$ cat config.mk
export PLATFORM = sky130hd
export DESIGN_NAME = byte_serializer_p2s
export DESIGN_NICKNAME = d
export VERILOG_FILES = /design/src/rtl/byte_serializer_p2s.sv
export SDC_FILE = /design/constraint.sdc
export NUM_CORES = 1
export LEC_CHECK = 0
export CORE_MARGIN = 2
export CORE_UTILIZATION = 55
export CTS_CLUSTER_DIAMETER = 60
export DETAILED_ROUTE_END_ITERATION = 10
export GPL_TIMING_DRIVEN = 0
export PLACE_DENSITY_LB_ADDON = 0.3
export SKIP_LAST_GASP = 1
export SLEW_MARGIN = 20
export SYNTH_ARGS = -nofsm -noshare
export SYNTH_HDL_FRONTEND = slang
export SYNTH_SLANG_ARGS = --single-unit
$ cat constraint.sdc
create_clock -name clk_32f -period 4.8 [get_ports clk_32f]
set_input_delay 0.72 -clock clk_32f [delete_from_list [all_inputs] [get_ports clk_32f]]
set_output_delay 0.72 -clock clk_32f [all_outputs]
set_load 0.05 [all_outputs]
$ cat src/rtl/byte_serializer_p2s.sv
// byte_serializer_p2s
// Parallel-to-serial stage behind the 32b->8b word splitter. Incoming bytes
// are queued in a small FIFO and shifted out MSB-first, one bit per clk_32f.
// A free-running bit counter defines fixed-length frames; when the FIFO is
// empty at a frame boundary the idle/comma byte is sent so the line never
// stalls.
// Optional feature macro: PARITY_EN -- appends one even-parity bit to every
// frame (9-bit frames). Without it, frames are 8 bits and no parity logic
// exists.
module byte_serializer_p2s #(
   parameter int         FIFO_DEPTH = 4,
   parameter logic [7:0] IDLE_BYTE  = 8'hBC
) (
   input  logic       clk_32f,
   input  logic       reset,
   input  logic       valid_in,
   input  logic [7:0] data_in,
   output logic       in_ready,
   output logic       data_out,
   output logic       frame_start,
   output logic       frame_valid,
   output logic       overflow
);

`ifdef PARITY_EN
   localparam int SHIFT_W   = 9;
   localparam int FRAME_LEN = 9;
`else
   localparam int SHIFT_W   = 8;
   localparam int FRAME_LEN = 8;
`endif

   localparam int         PTR_W    = $clog2(FIFO_DEPTH);
   localparam int         CNT_W    = PTR_W + 1;
   localparam logic [3:0] LAST_BIT = 4'(FRAME_LEN - 1);

`ifdef PARITY_EN
   // Even parity: XOR of all data bits.
   function automatic logic even_parity(input logic [7:0] b);
      return ^b;
   endfunction

   // Frame image loaded into the shift register: data bits then parity bit.
   function automatic logic [SHIFT_W-1:0] frame_word(input logic [7:0] b);
      return {b, even_parity(b)};
   endfunction
`else
   // Frame image loaded into the shift register: data bits only.
   function automatic logic [SHIFT_W-1:0] frame_word(input logic [7:0] b);
      return b;
   endfunction
`endif

   logic [7:0]         mem_r [FIFO_DEPTH];
   logic [PTR_W-1:0]   wr_ptr_r;
   logic [PTR_W-1:0]   rd_ptr_r;
   logic [CNT_W-1:0]   count_r;
   logic [CNT_W-1:0]   count_next_s;
   logic [3:0]         bit_cnt_r;
   logic [SHIFT_W-1:0] shift_r;
   logic               frame_start_r;
   logic               frame_valid_r;
   logic               overflow_r;

   logic               full_s;
   logic               empty_s;
   logic               wr_en_s;
   logic               rd_en_s;
   logic               boundary_s;

   // FIFO status, accept/pop qualifiers and next occupancy.
   always_comb begin
      full_s       = 1'b0;
      empty_s      = 1'b0;
      wr_en_s      = 1'b0;
      rd_en_s      = 1'b0;
      boundary_s   = 1'b0;
      count_next_s = count_r;
      full_s       = (count_r == CNT_W'(FIFO_DEPTH));
      empty_s      = (count_r == {CNT_W{1'b0}});
      boundary_s   = (bit_cnt_r == LAST_BIT);
      // A write landing in an empty FIFO on the boundary cycle is not seen by
      // that load because the pop decision uses the pre-cycle count.
      wr_en_s      = valid_in && !full_s;
      rd_en_s      = boundary_s && !empty_s;
      case ({wr_en_s, rd_en_s})
         2'b10:   count_next_s = count_r + CNT_W'(1);
         2'b01:   count_next_s = count_r - CNT_W'(1);
         default: count_next_s = count_r;
      endcase
   end

   // FIFO storage; contents need no reset since count gates every read.
   always_ff @(posedge clk_32f) begin
      if (wr_en_s) begin
         mem_r[wr_ptr_r] <= data_in;
      end else begin
         mem_r[wr_ptr_r] <= mem_r[wr_ptr_r];
      end
   end

   // FIFO pointers, occupancy and sticky overflow flag.
   always_ff @(posedge clk_32f or negedge reset) begin
      if (!reset) begin
         wr_ptr_r   <= {PTR_W{1'b0}};
         rd_ptr_r   <= {PTR_W{1'b0}};
         count_r    <= {CNT_W{1'b0}};
         overflow_r <= 1'b0;
      end else begin
         if (wr_en_s) begin
            wr_ptr_r <= wr_ptr_r + PTR_W'(1);
         end
         if (rd_en_s) begin
            rd_ptr_r <= rd_ptr_r + PTR_W'(1);
         end
         count_r <= count_next_s;
         if (valid_in && full_s) begin
            overflow_r <= 1'b1;
         end
      end
   end

   // Bit counter, shift register and per-frame flags.
   always_ff @(posedge clk_32f or negedge reset) begin
      if (!reset) begin
         bit_cnt_r     <= 4'd0;
         shift_r       <= frame_word(IDLE_BYTE);
         frame_start_r <= 1'b1;
         frame_valid_r <= 1'b0;
      end else begin
         if (boundary_s) begin
            bit_cnt_r     <= 4'd0;
            frame_start_r <= 1'b1;
            if (!empty_s) begin
               shift_r       <= frame_word(mem_r[rd_ptr_r]);
               frame_valid_r <= 1'b1;
            end else begin
               shift_r       <= frame_word(IDLE_BYTE);
               frame_valid_r <= 1'b0;
            end
         end else begin
            bit_cnt_r     <= bit_cnt_r + 4'd1;
            shift_r       <= {shift_r[SHIFT_W-2:0], 1'b0};
            frame_start_r <= 1'b0;
            frame_valid_r <= frame_valid_r;
         end
      end
   end

   assign in_ready    = !full_s;
   assign data_out    = shift_r[SHIFT_W-1];
   assign frame_start = frame_start_r;
   assign frame_valid = frame_valid_r;
   assign overflow    = overflow_r;

endmodule
==> results by group, run 1 <==
Synthesis
  • Main synth FF type: edfxtp_1
  • Synth Area in Adders: 0.0450
  • Seq cells post-synth: 54
  • Mean area per synthesized cell: 18.2 um^2
  • Post-Synth XOR/XNOR Area: 0.0290
  • Yosys top cell area share: 0.454
  • Post-synthesis mux area share: 0.0953
  • Async SR Flop Fraction: 0.407
  • Synth unique cells: 27
  • Post-Synthesis Cells: 116
  • Mapped cell area: 0.00211 mm^2
  • Post-Synth Simple-Gate Area: 0.0491
  • Warnings, synthesis: 0
  • Seq/Total Area, Yosys: 0.718
  • Compound-Gate Fraction of Synth Area: 0.0361
  • Syn_nets: 134
  • Ranking of synthesized cells by area: edfxtp_1 (45%), dfrtp_1 (19%), mux4_2 (8.5%)
  • Yosys top cell by area: edfxtp_1
  • Largest family of logic cells by synthesized area: multiplexers
  • Number of flops mapped to enable cells by yosys: 32

Worst setup path
  • Critical Path Fanout Max: 4
  • Number of buffers and inverters on the critical path: 2
  • Highest-delay cell along the critical path: clkdlybuf4s50_1
  • Critical Path AT: 1.80 ns
  • CP peak stage delay: 0.70 ns
  • CP Launch Type: register
  • CP delay by family, top: buffers and inverters
  • Critical Path RT: 4.08 ns
  • Reg2reg start: bit_cnt_r[0]
  • CP cell instances: nor3b_2 -> inv_1 -> clkdlybuf4s50_1
  • R2r setup slk: 2.31 ns
  • Worst R2R End: count_r[2]
  • WS Path Type: register to primary output
  • Crit. End Element: primary output
  • FF-to-FF path depth: 12

Detailed routing
  • WL/cell: 17.0 um
  • Via density: 5.32
  • Remaining antenna violation count: 0
  • Routed Wire Length: 3.18 mm
  • DR DRC count: 0
  • Total vias in the final route: 995
  • Drt first pass iters: 4
  • 1st-iter DRT viols: 35

Clocking
  • Hold-fix buffers at CTS: 0
  • Post CTS Setup Buffer Count: 0
  • H-Tree Depth: 2
  • Total CTS buffers: 5
  • Clock-pin slew on the worst setup and hold paths: 0.09 ns
  • Worst-Skew Late Latency: 0.30 ns
  • CTS-repair resized insts: 0
  • CTS Buffer Depth: 2
  • CTS tree: built
  • # clock sinks: 54
  • CTS root buf: clkbuf_8

Timing
  • Clock Skew: 0.00414 ns
  • Slew HR: 0.374
  • Worst-margin pin slew: 0.936 ns
  • Period utilisation layout: 0.525
  • Setup TNS: 0 ns
  • Hold Violations, Final: 0
  • Hold_ws: 0.472 ns
  • Max Slew Vio Count: 0
  • Post-route minimum period: 2.52 ns
  • Count of final setup violators: 0
  • RSZ-0062 raised after global routing: no
  • Max Clk Rate: 0.397 GHz

Layout
  • # fillers: 269
  • Layout cells sized above 1: 0.209
  • Most frequent cells in the layout: edfxtp_1 (32), dfrtp_1 (16), clkdlybuf4s50_1 (15)
  • Inserted Diodes: 0
  • Nets@finish: 156
  • Post-route cell area: 0.00241 mm^2
  • Finished Layout Cells: 187
  • Synth-to-layout area growth: 14.1%
  • Commonest non-fill, non-tap cell in the layout: edfxtp_1
  • Fin util: 0.654

Global routing
  • Initial antenna violation count: 0
  • Top Usage Layer GRT: met2
  • GRT Total Usage: 0.178
  • Met2 usage in global routing: 0.299
  • Vias in the first global route: 1094
  • Largest net degree at the start of global routing: 23
  • M3 GR Usage: 0.0477
  • Met1 GRT Util: 0.204
  • Global-route wire length before repair: 5.32 mm
  • Gr ovfl total: 0

Floorplanning
  • Initial Util: 0.573
  • Width of the die: 66.0 um
  • Core ar.: 0.00369 mm^2
  • Die height: 66.0 um
  • I/O pins: 16
  • Cell Rows: 22
  • Die area: 0.00436 mm^2

Worst hold path
  • Hold WC Path Type: register to register
  • Hold Path Cell Cnt: 1
  • Hold path start: bit_cnt_r[0]
  • Worst Hold End: bit_cnt_r[0]

Pwr
  • P_int: 928 uW
  • Lkg Pwr: 0.921 nW
  • Logic pwr share: 0.304
  • Pwr/cell area: 553 mW/mm^2
  • Power share of the sequential group: 0.513
  • Switching portion of total power: 0.305
  • NetSw: 407 uW
  • Maximum vdd ir drop: 317 uV
  • Clock power share: 0.183

Run
  • Max-cap violation count: 0

Run status
  • Status: finished, final reports clean

Placed design
  • Port-buffer cells: 15
  • Placed Area: 0.00232 mm^2
  • GP Congestion: 0.681
  • HPWL Detailed: 2.28 mm
  • Placed Instances: 179
kinds of logic (layout without fill, tap and decap cells):
| kind of cell | Yosys count | in the layout |
|---|---|---|
| flops | 54 | 54 |
| xor+xnor | 7 | 7 |
| simple gates | 17 | 17 |
| compound gates | 9 | 9 |
| buf+inv | 12 | 35 |
| mux | 10 | 10 |
| fa+ha+maj | 7 | 7 |
power by group through the flow:
| stage | combinational, mW | clock, mW | sequential, mW |
|---|---|---|---|
| 2_1_floorplan | 0.264 | 0 | 0.722 |
| 3_3_place_gp | 0.396 | 0 | 0.684 |
| 3_5_place_dp | 0.416 | 0 | 0.697 |
| 4_1_cts | 0.416 | 0.249 | 0.687 |
| 5_1_grt | 0.443 | 0.272 | 0.696 |
| 6_report | 0.406 | 0.244 | 0.685 |
cells in the mapped netlist, drive strengths merged, types with 2 or more instances:
master and n:
nand3b 2, dfstp 6, and2 5, buf 2, ha 6, nand2 2
nor2 2, dfrtp 16, xnor2 4, xor2 3, mux4 8, inv 9
a22o 2, nor3 2, a21o 2, o22a 5, edfxtp 32
worst max path at each step:
stage	start	end	slack [ns]	cells after the start
2_1_floorplan	bit_cnt_r[0]	count_r[2]	2.66	12
3_3_place_gp	valid_in	count_r[2]	2.34	9
3_5_place_dp	valid_in	count_r[2]	2.25	9
4_1_cts	count_r[0]	in_ready	2.26	3
5_1_grt	bit_cnt_r[0]	count_r[2]	2.18	12
6_report	count_r[0]	in_ready	2.28	3
state kept, by name, indices dropped and copies added (netlist names):
register / cells
bit_cnt_r: 4
frame_start: 1
count_r: 3
shift_r: 8
overflow: 1
wr_ptr_r: 2
mem_r: 32
rd_ptr_r: 2
frame_valid: 1
layout make-up:
type	count	area [um^2]	area share
Inverter	9	33.8	0.0140
Clock buffer	5	68.8	0.0285
Timing Repair Buffer	15	150	0.0622
Clock inverter	3	20.0	0.00829
Sequential cell	54	1520	0.629
Tap cell	48	60.1	0.0249
Buffer	3	23.8	0.00985
Multi-Input combinational cell	50	538	0.223
stage by stage:
step	setup slack [ns]	total power, mW
2_1_floorplan	2.66	0.985
3_3_place_gp	2.34	1.08
3_5_place_dp	2.25	1.11
4_1_cts	2.26	1.35
5_1_grt	2.18	1.41
6_report	2.28	1.33
metal layers:
| metal | wire length [um] | share of wire |
|---|---|---|
| met4 | 100 | 0.031 |
| met1 | 1300 | 0.41 |
| met3 | 110 | 0.035 |
| met2 | 1670 | 0.53 |
| met5 | 0 | 0 |
Note: power is estimated with default switching activity, not from simulation.
==> run 2: changes to the inputs <==
--- a/config.mk
+++ b/config.mk
@@ -6,7 +6,7 @@
 export NUM_CORES = 1
 export LEC_CHECK = 0
 export CORE_MARGIN = 2
-export CORE_UTILIZATION = 55
+export CORE_UTILIZATION = 51
 export CTS_CLUSTER_DIAMETER = 60
 export DETAILED_ROUTE_END_ITERATION = 10
 export GPL_TIMING_DRIVEN = 0
==> constraint.sdc (replaced) <==
create_clock -name clk_32f -period 2.3 [get_ports clk_32f]
set_input_delay 0.345 -clock clk_32f [delete_from_list [all_inputs] [get_ports clk_32f]]
set_output_delay 0.345 -clock clk_32f [all_outputs]
set_load 0.05 [all_outputs]
==> results by group, run 2 (synthesis results as in run 1) <==
Run status
  • Status: finished, final reports clean

Clocking
  • # clock sinks: 54 (unchanged)
  • CTS tree: built
  • H-Tree Depth: 2 (unchanged)
  • Clock-pin slew on the worst setup and hold paths: 0.09 ns (about the same)
  • CTS root buf: clkbuf_8
  • Hold-fix buffers at CTS: 0 (unchanged)
  • CTS Buffer Depth: 2 (unchanged)
  • Total CTS buffers: 5 (unchanged)
  • Worst-Skew Late Latency: 0.30 ns (about the same)

Worst setup path
  • CP peak stage delay: 0.70 ns (about the same)
  • WS Path Type: register to primary output
  • Critical Path RT: 1.96 ns (-2.12 ns)
  • Number of buffers and inverters on the critical path: 2 (unchanged)
  • Critical Path Fanout Max: 4 (unchanged)
  • Crit. End Element: primary output
  • Highest-delay cell along the critical path: clkdlybuf4s50_1
  • CP Launch Type: register
  • CP cell instances: nor3b_2 -> inv_1 -> clkdlybuf4s50_1
  • Critical Path AT: 1.78 ns (-0.02 ns)
  • CP delay by family, top: buffers and inverters

Layout
  • Biggest regs: mem_r (32), shift_r (8), bit_cnt_r (4)
  • Inserted Diodes: 0 (unchanged)
  • Biggest register: mem_r
  • Synth-to-layout area growth: 16.5%
  • Commonest non-fill, non-tap cell in the layout: edfxtp_1
  • Layout cells sized above 1: 0.246 (+0.0378)
  • Most frequent cells in the layout: edfxtp_1 (32), dfrtp_1 (16), clkdlybuf4s50_1 (15)
  • Nets@finish: 159 (+1.9%)
  • Max reg flops: 32 (unchanged)

Detailed routing
  • Met3 routed WL: 132 um (+20%)
  • Remaining antenna violation count: 0 (unchanged)
  • 1st-iter DRT viols: 69 (+97%)
  • WL/cell: 16.3 um (-3.8%)
  • Total vias in the final route: 1003 (+0.80%)
  • Routed met1 length: 1.30 mm (about the same)
  • Via density: 5.22 (-1.8%)
  • Drt first pass iters: 4 (unchanged)
  • Met2 WL: 1.65 mm (-0.90%)
  • Routed Wire Length: 3.14 mm (-1.3%)
  • Top sig layer: met4
  • DR DRC count: 0 (unchanged)

Floorplanning
  • Core ar.: 0.00400 mm^2 (+8.4%)
  • Die area: 0.00468 mm^2 (+7.4%)
  • Cell Rows: 23 (+4.5%)
  • Width of the die: 68.4 um (+3.6%)
  • Die height: 68.4 um (+3.6%)
  • Initial Util: 0.529 (-0.0446)
  • I/O pins: 16 (unchanged)

Global routing
  • Largest net degree at the start of global routing: 23 (unchanged)
  • Global-route wire length before repair: 5.08 mm (-4.5%)
  • Initial antenna violation count: 0 (unchanged)
  • Gr ovfl total: 0 (unchanged)
  • GRT Total Usage: 0.161 (-0.0175)
  • Vias in the first global route: 1076 (-1.6%)

Timing
  • Slew HR: 0.357 (-0.0167)
  • Period utilisation layout: 0.923
  • RSZ-0062 raised after global routing: no
  • Clock Skew: 0.00343 ns (-0.000704 ns)
  • Max Slew Vio Count: 0 (unchanged)
  • Worst-margin pin slew: 0.961 ns (+0.0249 ns)
  • Count of final setup violators: 0 (unchanged)
  • Max Clk Rate: 0.471 GHz
  • Hold_ws: 0.464 ns (-0.00833 ns)
  • Setup ws final: 0.176 ns (-2.10 ns)
  • Post-route minimum period: 2.12 ns
  • Setup TNS: 0 ns (unchanged)
  • Hold Violations, Final: 0 (unchanged)

Pwr
  • Design Power: 2.78 mW (+110%)
  • Lkg Pwr: 0.937 nW (+1.8%)
  • Pwr/cell area: 1130 mW/mm^2 (+100%)
  • Maximum vdd ir drop: 622 uV (+96%)

Worst hold path
  • Hold WC Path Type: register to register

Run
  • Max-cap violation count: 0 (unchanged)

Placed design
  • GP Congestion: 0.699 (+2.6%)
  • HPWL Detailed: 2.20 mm (-3.3%)
  • Post-Place Worst Slack: -0.143 ns (-2.39 ns)
  • Port-buffer cells: 15 (unchanged)
==> run 2: cell types whose count changed in the layout (fill, tap and decap cells not counted), sizes merged <==
cell and delta:
clkinvlp -1, clkbuf +1, clkinv +1, buf +3
inv -1
==> run 2: area by class of cell <==
| class | instances | area (um^2) |
|---|---|---|
| Fill cell | 285 | 1540 |
| Sequential cell | 54 | 1520 |
| Multi-Input combinational cell | 50 | 566 |
| Timing Repair Buffer | 18 | 173 |
| Clock buffer | 6 | 72.6 |
| Tap cell | 50 | 62.6 |
| Inverter | 9 | 33.8 |
| Buffer | 3 | 23.8 |
| Clock inverter | 2 | 13.8 |
==> run 2: stage by stage <==
step | util | area (um^2) | std cells
after floorplan | - | 2110 | 116
after global placement | 0.582 | 2330 | 181
after detailed placement | 0.582 | 2330 | 181
after CTS | 0.607 | 2430 | 191
after global routing | 0.616 | 2460 | 192
final | 0.616 | 2460 | 192
==> run 2: what timing repair did <==
action                                  in CTS  in global routing
gates cloned                                 0                  0
endpoints found under the setup margin       1                  1
pin swaps                                    1                  3
setup buffers                                2                  1
gates resized for setup                      0                  5
==> run 2: where the power goes <==
group	internal, mW	switching [mW]
clock	0.215	0.289
combinational	0.403	0.447
sequential	1.32	0.103
==> run 2: worst paths after layout <==
path                              start      endpoint  slack, ns  cells after the start
max                          count_r[0]      in_ready       0.18                      3
min                            overflow      overflow       0.46                      1
max reg2reg                bit_cnt_r[0]    count_r[2]       0.18                     12
min reg2reg                    overflow      overflow       0.46                      1
max in group asynchronous         reset  bit_cnt_r[2]       1.15                      1
min in group asynchronous         reset      overflow       0.57                      1
==> run 2: layer usage <==
metal,vias to the layer above,GRT usage
met2,19,0.274
met1,510,0.185
met5,-,0
met3,5,0.0592
met4,0,0.0600
li1,469,-
==> run 3: changes to the inputs <==
--- a/config.mk
+++ b/config.mk
@@ -9,7 +9,6 @@
 export CORE_UTILIZATION = 51
 export CTS_CLUSTER_DIAMETER = 60
 export DETAILED_ROUTE_END_ITERATION = 10
-export GPL_TIMING_DRIVEN = 0
 export PLACE_DENSITY_LB_ADDON = 0.3
 export SKIP_LAST_GASP = 1
 export SLEW_MARGIN = 20
==> results by group, run 3 (synthesis results as in run 1) <==
Clocking
  • # clock sinks: 54 (unchanged)
  • Clock-pin slew on the worst setup and hold paths: 0.09 ns (about the same)
  • CTS root buf: clkbuf_8
  • CTS tree: built
  • CTS Buffer Depth: 2 (unchanged)
  • Total CTS buffers: 5 (unchanged)
  • Hold-fix buffers at CTS: 0 (unchanged)
  • H-Tree Depth: 2 (unchanged)
  • Worst-Skew Late Latency: 0.30 ns (about the same)

Global routing
  • Global-route wire length before repair: 4.88 mm (-3.9%)
  • GRT Total Usage: 0.155 (-0.00645)
  • Initial antenna violation count: 0 (unchanged)
  • Largest net degree at the start of global routing: 23 (unchanged)
  • Gr ovfl total: 0 (unchanged)
  • Vias in the first global route: 1041 (-3.3%)

Pwr
  • Maximum vdd ir drop: 755 uV (+21%)
  • NetSw: 803 uW (-4.4%)
  • Pwr/cell area: 1160 mW/mm^2 (+2.5%)
  • P_int: 2.02 mW (+4.2%)
  • Clock power share: 0.211 (+0.030)
  • Lkg Pwr: 0.934 nW (-0.39%)
  • Logic pwr share: 0.258 (-0.047)
  • Power share of the sequential group: 0.531 (+0.018)
  • Design Power: 2.83 mW (+1.6%)
  • Switching portion of total power: 0.284 (-0.0177)

Floorplanning
  • Cell Rows: 23 (unchanged)
  • I/O pins: 16 (unchanged)
  • Die height: 68.4 um (unchanged)
  • Die area: 0.00468 mm^2 (unchanged)
  • Initial Util: 0.529 (unchanged)
  • Core ar.: 0.00400 mm^2 (unchanged)
  • Width of the die: 68.4 um (unchanged)

Layout
  • Inserted Diodes: 0 (unchanged)
  • # fillers: 282 (-1.1%)
  • Biggest regs: mem_r (32), shift_r (8), bit_cnt_r (4)
  • Seq. cell area: 0.00152 mm^2 (unchanged)
  • Nets@finish: 157 (-1.3%)
  • Biggest register: mem_r
  • Synth-to-layout area growth: 15.5%
  • Max reg flops: 32 (unchanged)
  • Fin util: 0.611 (-0.00532)
  • Commonest non-fill, non-tap cell in the layout: edfxtp_1
  • Multi-input logic area: 541 um^2 (-4.4%)
  • Layout cells sized above 1: 0.214 (-0.0322)
  • Most frequent cells in the layout: edfxtp_1 (32), dfrtp_1 (16), clkdlybuf4s50_1 (15)

Run status
  • Status: finished, final reports clean

Timing
  • Max Clk Rate: 0.469 GHz (-0.33%)
  • Period utilisation layout: 0.927 (+0.00304)
  • Worst-margin pin slew: 0.600 ns (-0.361 ns)
  • Clock Skew: 0.00646 ns (+0.00303 ns)
  • Max Slew Vio Count: 0 (unchanged)
  • Hold Violations, Final: 0 (unchanged)
  • Setup TNS: 0 ns (unchanged)
  • Count of final setup violators: 0 (unchanged)
  • Slew HR: 0.600 (+0.243)
  • Post-route minimum period: 2.13 ns (+0.00699 ns)
  • Setup ws final: 0.169 ns (-0.00700 ns)

Worst setup path
  • Critical Path AT: 2.36 ns (+0.58 ns)
  • WS Path Type: register to register
  • Critical Path RT: 2.53 ns (+0.57 ns)
  • Crit. End Element: register
  • Critical Path Fanout Max: 4 (unchanged)
  • CP Launch Type: register

Detailed routing
  • Via density: 5.20 (-0.46%)
  • 1st-iter DRT viols: 31 (-55%)
  • Total vias in the final route: 988 (-1.5%)
  • Remaining antenna violation count: 0 (unchanged)
  • DR DRC count: 0 (unchanged)
  • WL/cell: 15.3 um (-6.3%)
  • Drt first pass iters: 3 (-1)
  • Routed Wire Length: 2.91 mm (-7.3%)

Run
  • Max-cap violation count: 0 (unchanged)

Worst hold path
  • Hold WC Path Type: input pin to asynchronous set/reset pin

Placed design
  • Post-Place Worst Slack: 0.148 ns (+0.291 ns)
  • Port-buffer cells: 15 (unchanged)
  • GP Congestion: 0.709 (+1.5%)
  • HPWL Detailed: 2.07 mm (-6.3%)
run 3: cell types whose count changed in the layout (fill, tap and decap cells not counted), sizes merged:
| cell | previous run | this run |
|---|---|---|
| clkinv | 2 | 0 |
| buf | 5 | 4 |
| bufinv | 0 | 1 |
run 3: critical path: stages, from the launching register on:
cell      delay (ns)
dfrtp_1         0.38
ha_2            0.22
nand3b_1        0.17
inv_2           0.10
nand2b_1        0.08
inv_2           0.09
ha_1            0.18
inv_1           0.06
fa_1            0.37
xor2_1          0.15
nor2_1          0.11
xor2_1          0.15
run 3: final cells by class:
cell class                 instances  share of cell area
tap                               50              0.0256
timing repair buffer              19              0.0738
sequential                        54               0.622
multi-input combinational         50               0.221
inverter                           9              0.0138
clock buffer                       7              0.0313
clock inverter                     1              0.0123
run 3: power by group through the flow:
stage                     sequential [mW]  clock, mW  combinational (mW)
after floorplan                      1.51          0               0.550
final                                1.50      0.596               0.729
after global placement               1.51          0               0.721
after detailed placement             1.53          0               0.748
after global routing                 1.53      0.660               0.808
after CTS                            1.51      0.614               0.748
run 3: final timing paths:
| path | from | end | slack, ns | cells past startpoint |
|---|---|---|---|---|
| setup reg to reg | bit_cnt_r[0] | count_r[2] | 0.17 | 11 |
| setup / recovery | bit_cnt_r[0] | count_r[2] | 0.17 | 11 |
| hold / removal | reset | overflow | 0.38 | 2 |
| max in group asynchronous | reset | shift_r[4] | 1.64 | 2 |
| min in group clk_32f | bit_cnt_r[0] | bit_cnt_r[0] | 0.47 | 1 |
| hold reg to reg | bit_cnt_r[0] | bit_cnt_r[0] | 0.47 | 1 |
run 3: per-stage QoR:
stage	instances	instance area, um^2	hold slack, ns
after detailed placement	181	2330	0.451
after global routing	190	2440	0.400
after CTS	189	2430	0.380
final	190	2440	0.378
after floorplan	116	2110	0.0494
after global placement	181	2330	0.438
run 3: per-layer routing:
layer / wire (um) / up-vias / GRT usage / share of wire
li1: - / 474 / - / -
met1: 1260 / 489 / 0.188 / 0.43
met2: 1480 / 19 / 0.246 / 0.51
met3: 134 / 6 / 0.0543 / 0.046
met4: 33 / 0 / 0.0725 / 0.011
met5: 0 / - / 0 / 0
run 3: repair_timing:
action / in CTS / in global routing
setup buffers: 0 / 1
gates resized for setup: 0 / 1
setup endpoints to repair: 0 / 1
